<file path="src/rtl/wb_pkg.sv">
// wb_pkg: shared types and constants for the L1 writeback (dirty-line
// eviction) engine.
//   - geometry: BEATS x DATA_W line, ADDR_W physical address
//   - TileLink C/D opcodes used by the engine
//   - FSM state enum and the arbitrated request struct
//   - line_addr(): line-aligned address {tag, idx, offset=0}
package wb_pkg;

  localparam int BEATS        = 8;
  localparam int DATA_W       = 64;
  localparam int ADDR_W       = 32;
  localparam int BEAT_W       = $clog2(BEATS);
  // One extra bit so counters can hold the value BEATS (all beats done).
  localparam int CNT_W        = BEAT_W + 1;
  localparam int TAG_W        = 20;
  localparam int IDX_W        = 6;
  localparam int SRC_W        = 2;
  localparam int PARAM_W      = 3;
  localparam int WAYS         = 4;
  localparam int LINE_SIZE_LG = 6;

  localparam logic [2:0] PROBE_ACK_DATA = 3'h5;
  localparam logic [2:0] RELEASE_DATA   = 3'h7;
  localparam logic [2:0] RELEASE_ACK    = 3'h6;

  typedef enum logic [1:0] {
    ST_IDLE     = 2'd0,
    ST_ACTIVE   = 2'd1,
    ST_WAIT_ACK = 2'd2
  } wb_state_e;

  typedef struct packed {
    logic [TAG_W-1:0]   tag;
    logic [IDX_W-1:0]   idx;
    logic [SRC_W-1:0]   source;
    logic [PARAM_W-1:0] param;
    logic [WAYS-1:0]    way_en;
    logic               voluntary;
  } wb_req_t;

  function automatic logic [ADDR_W-1:0] line_addr(input logic [TAG_W-1:0] tag,
                                                  input logic [IDX_W-1:0] idx);
    return {tag, idx, {LINE_SIZE_LG{1'b0}}};
  endfunction

endpackage

</file>
<file path="src/rtl/wb_beat_buffer.sv">
// wb_beat_buffer: BEATS x DATA_W line buffer between the data-array read
// side and the C-channel send side of the writeback engine.
//   clock       : write clock (rising edge)
//   wr_en/idx   : write one beat at wr_idx
//   wr_data     : beat data
//   rd_idx      : combinational read index
//   rd_data     : beat data at rd_idx
// WRITEBACK_PARITY_EN adds a per-beat corrupt flag (wr_corrupt/rd_corrupt).
// Storage is not reset: a beat is always written before it is read.
module wb_beat_buffer
  import wb_pkg::*;
(
  input  logic              clock,
  input  logic              wr_en,
  input  logic [BEAT_W-1:0] wr_idx,
  input  logic [DATA_W-1:0] wr_data,
`ifdef WRITEBACK_PARITY_EN
  input  logic              wr_corrupt,
  output logic              rd_corrupt,
`endif
  input  logic [BEAT_W-1:0] rd_idx,
  output logic [DATA_W-1:0] rd_data
);

  logic [BEATS-1:0][DATA_W-1:0] mem;

  always_ff @(posedge clock) begin
    if (wr_en) mem[wr_idx] <= wr_data;
  end

  assign rd_data = mem[rd_idx];

`ifdef WRITEBACK_PARITY_EN
  logic [BEATS-1:0] bad;

  always_ff @(posedge clock) begin
    if (wr_en) bad[wr_idx] <= wr_corrupt;
  end

  assign rd_corrupt = bad[rd_idx];
`endif

endmodule

</file>
<file path="src/rtl/writeback_unit.sv">
// writeback_unit: dirty-line eviction engine for the L1 data cache.
// Accepts one arbitrated writeback/probe request, reads the BEATS beats of
// the victim line from the data array and streams them on TileLink C as
// ReleaseData (voluntary) or ProbeAckData (probe). Voluntary releases then
// wait for ReleaseAck on D before the next request is accepted.
// Ports:
//   clock, reset          : clock; reset is asynchronous, active-low
//   io_req_*              : arbitrated request (ready only in IDLE)
//   io_idx_valid/bits     : set being evicted (valid whenever busy)
//   io_data_req_*         : data-array read request {idx, beat}
//   io_data_resp          : read data, one cycle after a data_req handshake
//   io_mem_c_*            : TileLink C channel output
//   io_mem_d_*            : TileLink D channel (ReleaseAck) input
// Optional feature macro WRITEBACK_PARITY_EN adds io_data_resp_parity and
// io_parity_err; beats with bad parity go out with c_bits_corrupt=1.
// Without it c_bits_corrupt is tied to 0.
module writeback_unit
  import wb_pkg::*;
(
  input  logic               clock,
  input  logic               reset,
  output logic               io_req_ready,
  input  logic               io_req_valid,
  input  logic [TAG_W-1:0]   io_req_bits_tag,
  input  logic [IDX_W-1:0]   io_req_bits_idx,
  input  logic [SRC_W-1:0]   io_req_bits_source,
  input  logic [PARAM_W-1:0] io_req_bits_param,
  input  logic [WAYS-1:0]    io_req_bits_way_en,
  input  logic               io_req_bits_voluntary,
  output logic               io_idx_valid,
  output logic [IDX_W-1:0]   io_idx_bits,
  output logic               io_data_req_valid,
  input  logic               io_data_req_ready,
  output logic [WAYS-1:0]    io_data_req_bits_way_en,
  output logic [IDX_W+BEAT_W-1:0] io_data_req_bits_addr,
  input  logic [DATA_W-1:0]  io_data_resp,
`ifdef WRITEBACK_PARITY_EN
  input  logic               io_data_resp_parity,
  output logic               io_parity_err,
`endif
  input  logic               io_mem_c_ready,
  output logic               io_mem_c_valid,
  output logic [2:0]         io_mem_c_bits_opcode,
  output logic [PARAM_W-1:0] io_mem_c_bits_param,
  output logic [3:0]         io_mem_c_bits_size,
  output logic [SRC_W-1:0]   io_mem_c_bits_source,
  output logic [ADDR_W-1:0]  io_mem_c_bits_address,
  output logic [DATA_W-1:0]  io_mem_c_bits_data,
  output logic               io_mem_c_bits_corrupt,
  input  logic               io_mem_d_valid,
  output logic               io_mem_d_ready,
  input  logic [2:0]         io_mem_d_bits_opcode
);

  wb_state_e         state;
  wb_req_t           req_in, req_q;
  logic [CNT_W-1:0]  r_cnt, s_cnt, filled, unsent, avail;
  logic              resp_pend;
  logic [BEAT_W-1:0] resp_idx;
  logic              data_req_fire, c_fire, c_last, bypass;
  logic [DATA_W-1:0] buf_data, beat_data;

  assign req_in = '{tag:       io_req_bits_tag,
                    idx:       io_req_bits_idx,
                    source:    io_req_bits_source,
                    param:     io_req_bits_param,
                    way_en:    io_req_bits_way_en,
                    voluntary: io_req_bits_voluntary};

  // Reads issued but not yet sent, including a response still in flight.
  // Capping this at two keeps reads from running ahead of a stalled C.
  assign unsent = r_cnt - s_cnt;
  // Beats the send side may use: captured ones plus the one on data_resp now.
  assign avail  = filled + CNT_W'(resp_pend);

  assign io_data_req_valid = (state == ST_ACTIVE) && (r_cnt < CNT_W'(BEATS)) &&
                             (unsent < CNT_W'(2));
  assign data_req_fire     = io_data_req_valid && io_data_req_ready;

  assign io_mem_c_valid = (state == ST_ACTIVE) && (s_cnt < avail);
  assign c_fire         = io_mem_c_valid && io_mem_c_ready;
  assign c_last         = c_fire && (s_cnt == CNT_W'(BEATS-1));

  // The beat arriving this cycle is the next to send: forward it straight
  // from data_resp. If C stalls, the same beat is read back from the buffer
  // next cycle, so the C bits stay stable.
  assign bypass    = resp_pend && (s_cnt == filled);
  assign beat_data = bypass ? io_data_resp : buf_data;

  always_ff @(posedge clock or negedge reset) begin
    if (!reset) begin
      state     <= ST_IDLE;
      req_q     <= '0;
      r_cnt     <= '0;
      s_cnt     <= '0;
      filled    <= '0;
      resp_pend <= 1'b0;
      resp_idx  <= '0;
    end else begin
      resp_pend <= data_req_fire;
      if (data_req_fire) resp_idx <= r_cnt[BEAT_W-1:0];
      case (state)
        ST_IDLE: begin
          if (io_req_valid) begin
            req_q  <= req_in;
            r_cnt  <= '0;
            s_cnt  <= '0;
            filled <= '0;
            state  <= ST_ACTIVE;
          end
        end
        ST_ACTIVE: begin
          if (data_req_fire) r_cnt  <= r_cnt + CNT_W'(1);
          if (resp_pend)     filled <= filled + CNT_W'(1);
          if (c_fire)        s_cnt  <= s_cnt + CNT_W'(1);
          if (c_last)        state  <= req_q.voluntary ? ST_WAIT_ACK : ST_IDLE;
        end
        ST_WAIT_ACK: begin
          // Any non-ReleaseAck on D is consumed and dropped.
          if (io_mem_d_valid && (io_mem_d_bits_opcode == RELEASE_ACK))
            state <= ST_IDLE;
        end
        default: state <= ST_IDLE;
      endcase
    end
  end

`ifdef WRITEBACK_PARITY_EN
  logic resp_corrupt, buf_corrupt;

  assign resp_corrupt  = (^io_data_resp) != io_data_resp_parity;
  assign io_parity_err = resp_pend && resp_corrupt;

  wb_beat_buffer u_buf (
    .clock      (clock),
    .wr_en      (resp_pend),
    .wr_idx     (resp_idx),
    .wr_data    (io_data_resp),
    .wr_corrupt (resp_corrupt),
    .rd_corrupt (buf_corrupt),
    .rd_idx     (s_cnt[BEAT_W-1:0]),
    .rd_data    (buf_data)
  );

  assign io_mem_c_bits_corrupt = io_mem_c_valid && (bypass ? resp_corrupt : buf_corrupt);
`else
  wb_beat_buffer u_buf (
    .clock   (clock),
    .wr_en   (resp_pend),
    .wr_idx  (resp_idx),
    .wr_data (io_data_resp),
    .rd_idx  (s_cnt[BEAT_W-1:0]),
    .rd_data (buf_data)
  );

  assign io_mem_c_bits_corrupt = 1'b0;
`endif

  // req_ready is gated by reset so it reads 0 while reset is held.
  assign io_req_ready            = (state == ST_IDLE) && reset;
  assign io_idx_valid            = (state != ST_IDLE);
  assign io_idx_bits             = req_q.idx;
  assign io_mem_d_ready          = (state == ST_WAIT_ACK);
  assign io_data_req_bits_way_en = req_q.way_en;
  assign io_data_req_bits_addr   = {req_q.idx, r_cnt[BEAT_W-1:0]};

  // C bits are zero whenever no beat is offered.
  assign io_mem_c_bits_opcode  = !io_mem_c_valid ? 3'h0 :
                                 req_q.voluntary ? RELEASE_DATA : PROBE_ACK_DATA;
  assign io_mem_c_bits_param   = io_mem_c_valid ? req_q.param : '0;
  assign io_mem_c_bits_size    = io_mem_c_valid ? 4'(LINE_SIZE_LG) : 4'd0;
  assign io_mem_c_bits_source  = io_mem_c_valid ? req_q.source : '0;
  assign io_mem_c_bits_address = io_mem_c_valid ? line_addr(req_q.tag, req_q.idx) : '0;
  assign io_mem_c_bits_data    = io_mem_c_valid ? beat_data : '0;

endmodule

</file>
<file path="config.mk">
export PLATFORM = sky130hd
export DESIGN_NAME = writeback_unit
export DESIGN_NICKNAME = d
export VERILOG_FILES = /design/src/rtl/wb_pkg.sv /design/src/rtl/wb_beat_buffer.sv /design/src/rtl/writeback_unit.sv
export SDC_FILE = /design/constraint.sdc
export NUM_CORES = 1
export LEC_CHECK = 0
export BUFFER_PORTS_ARGS = -buffer_cell sky130_fd_sc_hd__buf_2
export CAP_MARGIN = 20
export CORE_MARGIN = 3
export CORE_UTILIZATION = 45
export CTS_CLUSTER_SIZE = 20
export DETAILED_ROUTE_END_ITERATION = 10
export GPL_TIMING_DRIVEN = 0
export PLACE_DENSITY = 0.61
export SLEW_MARGIN = 20
export SYNTH_ARGS = -nofsm -noshare
export SYNTH_HDL_FRONTEND = slang
export SYNTH_SLANG_ARGS = --single-unit
export TNS_END_PERCENT = 100
</file>
<file path="constraint.sdc">
create_clock -name clock -period 7.8 [get_ports clock]
set_clock_uncertainty 0.05 [all_clocks]
set_input_delay 0.78 -clock clock [delete_from_list [all_inputs] [get_ports clock]]
set_output_delay 0.78 -clock clock [all_outputs]
set_load 0.05 [all_outputs]
</file>
==> Word-level counts from Yosys, hierarchy flattened <==
Cells that the tools add are included.
{ "classes": {"n_addsub": 5, "n_lt_le_gt_ge": 6, "eq_ne": 11, "n_mux": 25, "reduce_logical": 18} }
{ "ops": {"columns": ["op", "count"], "rows": [
  ["$bwmux 512", 1],
  ["$mux 64", 4],
  ["$bmux 64 s3", 1],
  ["$demux 64 s3", 1],
  ["$mux 32", 1],
  ["$pmux 4 s2", 3],
  ["$mux 4", 4],
  ["$add 4x1->4 const B", 3],
  ["$mux 2", 6],
  ["$reduce_and 3->1", 4],
  ["$logic_and 1x1->1", 10],
  ["$ne 2x2->1 const B", 5],
  ["$mux 3", 3],
  ["$lt 3x4->1 const B", 2],
  ["$pmux 2 s3", 1],
  ["$add 4x1->4", 1],
  ["$eq 4x3->1 const B", 1],
  ["$eq 4x4->1", 1],
  ["$lt 4x2->1 const B", 1],
  ["$lt 4x4->1", 1],
  ["$lt 4x4->1 const B", 1],
  ["$reduce_bool 2->1", 2],
  ["$sub 4x4->4", 1],
  ["$eq 3x3->1 const B", 1],
  ["6 further kinds", 6]
]} }
{ "word_totals": {"regBits": 566, "elab_cells": 85} }

==> Longest topological paths before layout <==
{ "logic_depth": {"ltp_word": 7, "depth_mapped": 11, "mapped_depth_nobuf": 11} }

==> By module <==
From an unflattened synthesis, not the netlist that was laid out.
{ "hier_totals": {"hier_cells": 1305, "hier_area_um2": 23137.2} }
{ "by_module_without_submodules": {"columns": ["module", "instances", "cells_each", "area_each_um2", "seq_area_each_um2"], "rows": [
  ["wb_beat_buffer", 1, 752, 19266.0, 15374.7],
  ["writeback_unit", 1, 553, 3871.2, 1351.3]
]} }

==> Worst setup path before layout <==
OpenSTA, ideal clock, no wires.
{ "synth_path": {"path_type": "register to register", "start": "register resp_pend", "end": "register u_buf.mem[0] in the netlist's numbering, enable pin", "setup_time_ns": 0.565, "arrival_ns": 4.920, "required_time_ns": 7.185, "path_slack_ns": 2.266, "path_stages_with_launch": 3, "n_path_buf": 0, "period_less_slack_ns": 5.534, "path_cell_list": "dfrtp_1 nand2b_1 nor3_1"} }
{ "synth_rtl": {"columns": ["element", "line", "rtl"], "rows": [
  ["start: declaration", "writeback_unit.sv:58", "logic resp_pend;"],
  ["start signal: assignment", "writeback_unit.sv:100", "resp_pend <= data_req_fire;"],
  ["end signal: indexed assignment", "wb_beat_buffer.sv:28", "if (wr_en) mem[wr_idx] <= wr_data;"],
  ["end: declaration", "wb_beat_buffer.sv:25", "logic [BEATS-1:0][DATA_W-1:0] mem;"]
]} }

==> Worst setup path after layout <==
{ "layout_path": {"start": "register resp_pend", "end": "output port io_mem_c_bits_data[4]"} }
{ "layout_via": {"elab_chain_len": 4} }
{ "layout_rtl": {"columns": ["element", "line", "rtl"], "rows": [
  ["$add 4x1->4", "writeback_unit.sv:74", "assign avail = filled + CNT_W'(resp_pend);"],
  ["$lt 4x4->1", "writeback_unit.sv:80", "assign io_mem_c_valid = (state == ST_ACTIVE) && (s_cnt < avail);"],
  ["$logic_and 1x1->1", "writeback_unit.sv:80", null],
  ["$mux 64 *", "writeback_unit.sv:174", "assign io_mem_c_bits_data = io_mem_c_valid ? beat_data : '0;"],
  ["end: declaration", "writeback_unit.sv:48", "output logic [DATA_W-1:0] io_mem_c_bits_data,"]
]} }
Every way passes the cells marked *; elsewhere a longest branch is shown, timed or not.

==> run summary <==
Flop pwr share -> 30.2%
final core occ -> 54.99%
power share of the clock group -> 21.5%
Setup crit start kind -> flip-flop
R2R Setup Slk -> 4140 ps
# rows -> 82
share of layout cells above drive strength 1 -> 38.40%
CTS sink cnt -> 566
first-pass GRT wire length -> 79670 µm
Area growth syn-to-layout -> 19.44%
setup TNS -> 0 ps
synthesized area -> 23330 µm²
Layout fillers -> 4018
Boundary Pins -> 242
Clock Tree Root -> clkbuf_16
Nets -> 1707
worst-skew pair later-pin latency -> 610 ps
Sw Share -> 43.76%
area share of fa/ha/maj cells after synthesis -> 0.6220%
drt first-iter violations -> 975
Inserted Clock Buffers -> 59
FF-to-FF Start -> s_cnt[1]
grt total ovfl -> 0
clock-pin slew on the worst setup and hold paths -> 60 ps
Core Area -> 50680 µm²
Leakage Power -> 10.17 nW
Max Buffers Root-to-Sink -> 3
Crit. End Element -> output port
CP Launch Point -> resp_pend
hold-fix buffers at CTS -> 0
DR pass1 iterations -> 5
Reg-to-Reg End -> r_cnt[0]
Net Sw Power -> 5.353 mW
status -> finished clean
H-tree depth -> 2
dpl hpwl -> 35180 µm
number of flops mapped to enable cells by yosys -> 512
Global Route Usage Sum -> 19.66%
post-synthesis compound-gate area fraction -> 4.236%
endpoints failing hold -> 0
Pwr Density -> 438.8 nW/µm²
post-CTS sizing -> 0
Power Internal -> 6.878 mW
total wire length -> 53450 µm
Post-Synthesis Cells -> 1246
# setup viols final -> 0
YS warnings -> 0
CP arrival -> 4010 ps
CTS tree -> yes
initial antenna violation count -> 8
Simple-Gate Fraction of Synth Area -> 4.847%
sequential fraction of the synthesis area -> 71.68%
Main synth FF type -> edfxtp_1
Die Footprint -> 54620 µm²
Post-CTS Repair Setup Buffers -> 0
# DRC -> 0
worst r2r path cells -> 8
largest net degree at the start of global routing -> 56
Hold WC Path Type -> input port to async pin
WL/cell -> 23.16 µm
Worst-Margin Slew -> 1002 ps
top post-synthesis cells by area -> edfxtp_1, mux4_2, dfrtp_1, a211oi_2, mux2i_1
antenna-violating nets left -> 0
main combinational cell family by area after synthesis -> multiplexers
fin crit period -> 4838 ps
number of global-route vias before repair -> 12800
CP Class -> flip-flop to output port
logic gate share of total power -> 48.3%
unrepaired setup endpoints after global routing -> false
Yosys top cell area share -> 65.89%
Starting Density -> 46.04%
Via density -> 5.349
maximum vdd drop -> 0.3972 mV
DR vias -> 12350
post-synthesis mux area share -> 15.42%
PortBufs -> 232
asr flop ratio synth -> 9.541%
largest area contributor in the netlist -> edfxtp_1
Max Cap Viol -> 0
Slew HR -> 33.19%
Final Max Tran Viols -> 0
register bit count reported by yosys -> 566
final worst path period share -> 62.03%
f_max -> 206.7 MHz
die height -> 233.7 µm
routability cong. -> 0.7717
width of the die -> 233.7 µm
Mean Syn Cell Area -> 18.73 µm²
xor-xnor portion of the synthesized cell area -> 0.2252%
end of the critical path -> io_mem_c_bits_data[4]
WP data required -> 6970 ps
synth unique cells -> 46
CP max FO -> 10
==> logic make-up (layout without fill, tap and decap cells) <==
| kind of cell | Yosys count | count (layout) |
|---|---|---|
| flops | 566 | 566 |
| xor+xnor | 6 | 6 |
| compound gates | 90 | 90 |
| simple gates | 258 | 258 |
| fa+ha+maj | 11 | 11 |
| other cells | 1 | 12 |
| mux | 199 | 199 |
| buf+inv | 115 | 494 |
==> metrics by stage <==
step	power, mW	cells	setup slack (ps)	hold slack [ps]	cell area [µm²]
after CTS	12.40	2305	2871	174.8	27860
after detailed placement	9.746	2198	3535	404.6	26060
after global routing	12.81	2306	2752	226.7	27870
after floorplan	8.227	1254	2266	387.4	23360
after global placement	9.694	2158	-3143	402.0	25370
final	12.23	2308	2962	170.4	27870
==> state kept, by name, summed over array words and instances, names as in the netlist, 2 cells and up <==
name and flops:
filled 4, io_data_req_bits_way_en 4, io_idx_bits 6, r_cnt 4, req_q 26, resp_idx 3, s_cnt 4, state 2
u_buf.mem 512
==> how the worst min path moves through the flow <==
stage / to / cells after the start
final: req_q[20] / 1
after global routing: filled[3] / 1
after CTS: filled[3] / 1
after detailed placement: req_q[26] / 2
after global placement: req_q[27] / 2
after floorplan: req_q[0] / 2
==> layer usage <==
layer	vias to the layer above	track usage, %	wire length (µm)
met5	-	0	64
met4	10	5.528	1139
met3	78	3.878	3257
met2	363	32.26	26110
met1	6324	27.03	22880
li1	5571	-	-
==> final cells by class <==
class,count,area [µm²],area share (%)
buffer,102,641.9,2.303
clock inverter,34,256.5,0.9203
timing repair buffer,272,1795,6.442
sequential,566,16730,60.01
clock buffer,73,1550,5.562
antenna,3,7.507,0.02693
multi-input combinational,573,6005,21.54
tap,672,840.8,3.017
inverter,13,48.80,0.1751
==> power groups by stage <==
stage	sequential [mW]	clock [mW]	combinational (mW)
final	3.69	2.63	5.91
after global routing	3.72	2.82	6.26
after CTS	3.69	2.70	6.00
after detailed placement	3.76	0	5.99
after global placement	3.78	0	5.91
after floorplan	3.73	0	4.50
==> critical path, cell delays in order, from the launching register on <==
cell and delay [ps]:
dfrtp_1 490, ha_1 250, ha_1 190, xnor2_1 120, ha_1 200, nor4b_1 270, o21ai_0 120, nand2_1 100
nand2b_1 70, clkbuf_2 350, clkbuf_1 460, a211oi_2 430, buf_2 340
==> synthesized netlist by cell type (3+ instances only) <==
library cell  instances
a211oi_2             64
a21oi_1               3
a22o_1                4
a31o_2                3
and2_1               36
buf_1                 5
buf_2                17
buf_4                33
buf_6                 9
buf_8                 4
clkbuf_1             34
dfrtp_1              54
edfxtp_1            512
ha_1                 10
inv_1                10
mux2_2                4
mux2i_1              67
mux4_2              128
nand2_1             122
nand2b_1              7
nand3_1               4
nor2_1               73
nor3_1                6
o21ai_0               4
xor2_1                4
==> cell usage in the layout, fill, tap and decap left out, types with 4 or more instances in the layout <==
| master | netlist | final |
|---|---|---|
| ha_1 | 10 | 10 |
| conb_1 | 1 | 9 |
| buf_12 | 0 | 10 |
| mux2_2 | 4 | 4 |
| nor2_1 | 73 | 67 |
| mux4_2 | 128 | 128 |
| nor2_4 | 0 | 6 |
| nor3_1 | 6 | 4 |
| a211oi_2 | 64 | 64 |
| and2_1 | 36 | 36 |
| clkbuf_1 | 34 | 46 |
| buf_8 | 4 | 5 |
| mux2i_1 | 67 | 67 |
| a22o_1 | 4 | 4 |
| buf_1 | 5 | 5 |
| buf_6 | 9 | 14 |
| nand2b_1 | 7 | 7 |
| clkinv_2 | 0 | 12 |
| buf_2 | 17 | 248 |
| clkinv_1 | 1 | 14 |
| buf_4 | 33 | 49 |
| o21ai_0 | 4 | 4 |
| nand2_1 | 122 | 122 |
| inv_1 | 10 | 10 |
| nand3_1 | 4 | 4 |
| dfrtp_1 | 54 | 54 |
| xor2_1 | 4 | 4 |
| buf_16 | 0 | 9 |
| clkbuf_16 | 0 | 60 |
| edfxtp_1 | 512 | 512 |
(Power assumes the default switching activity.)
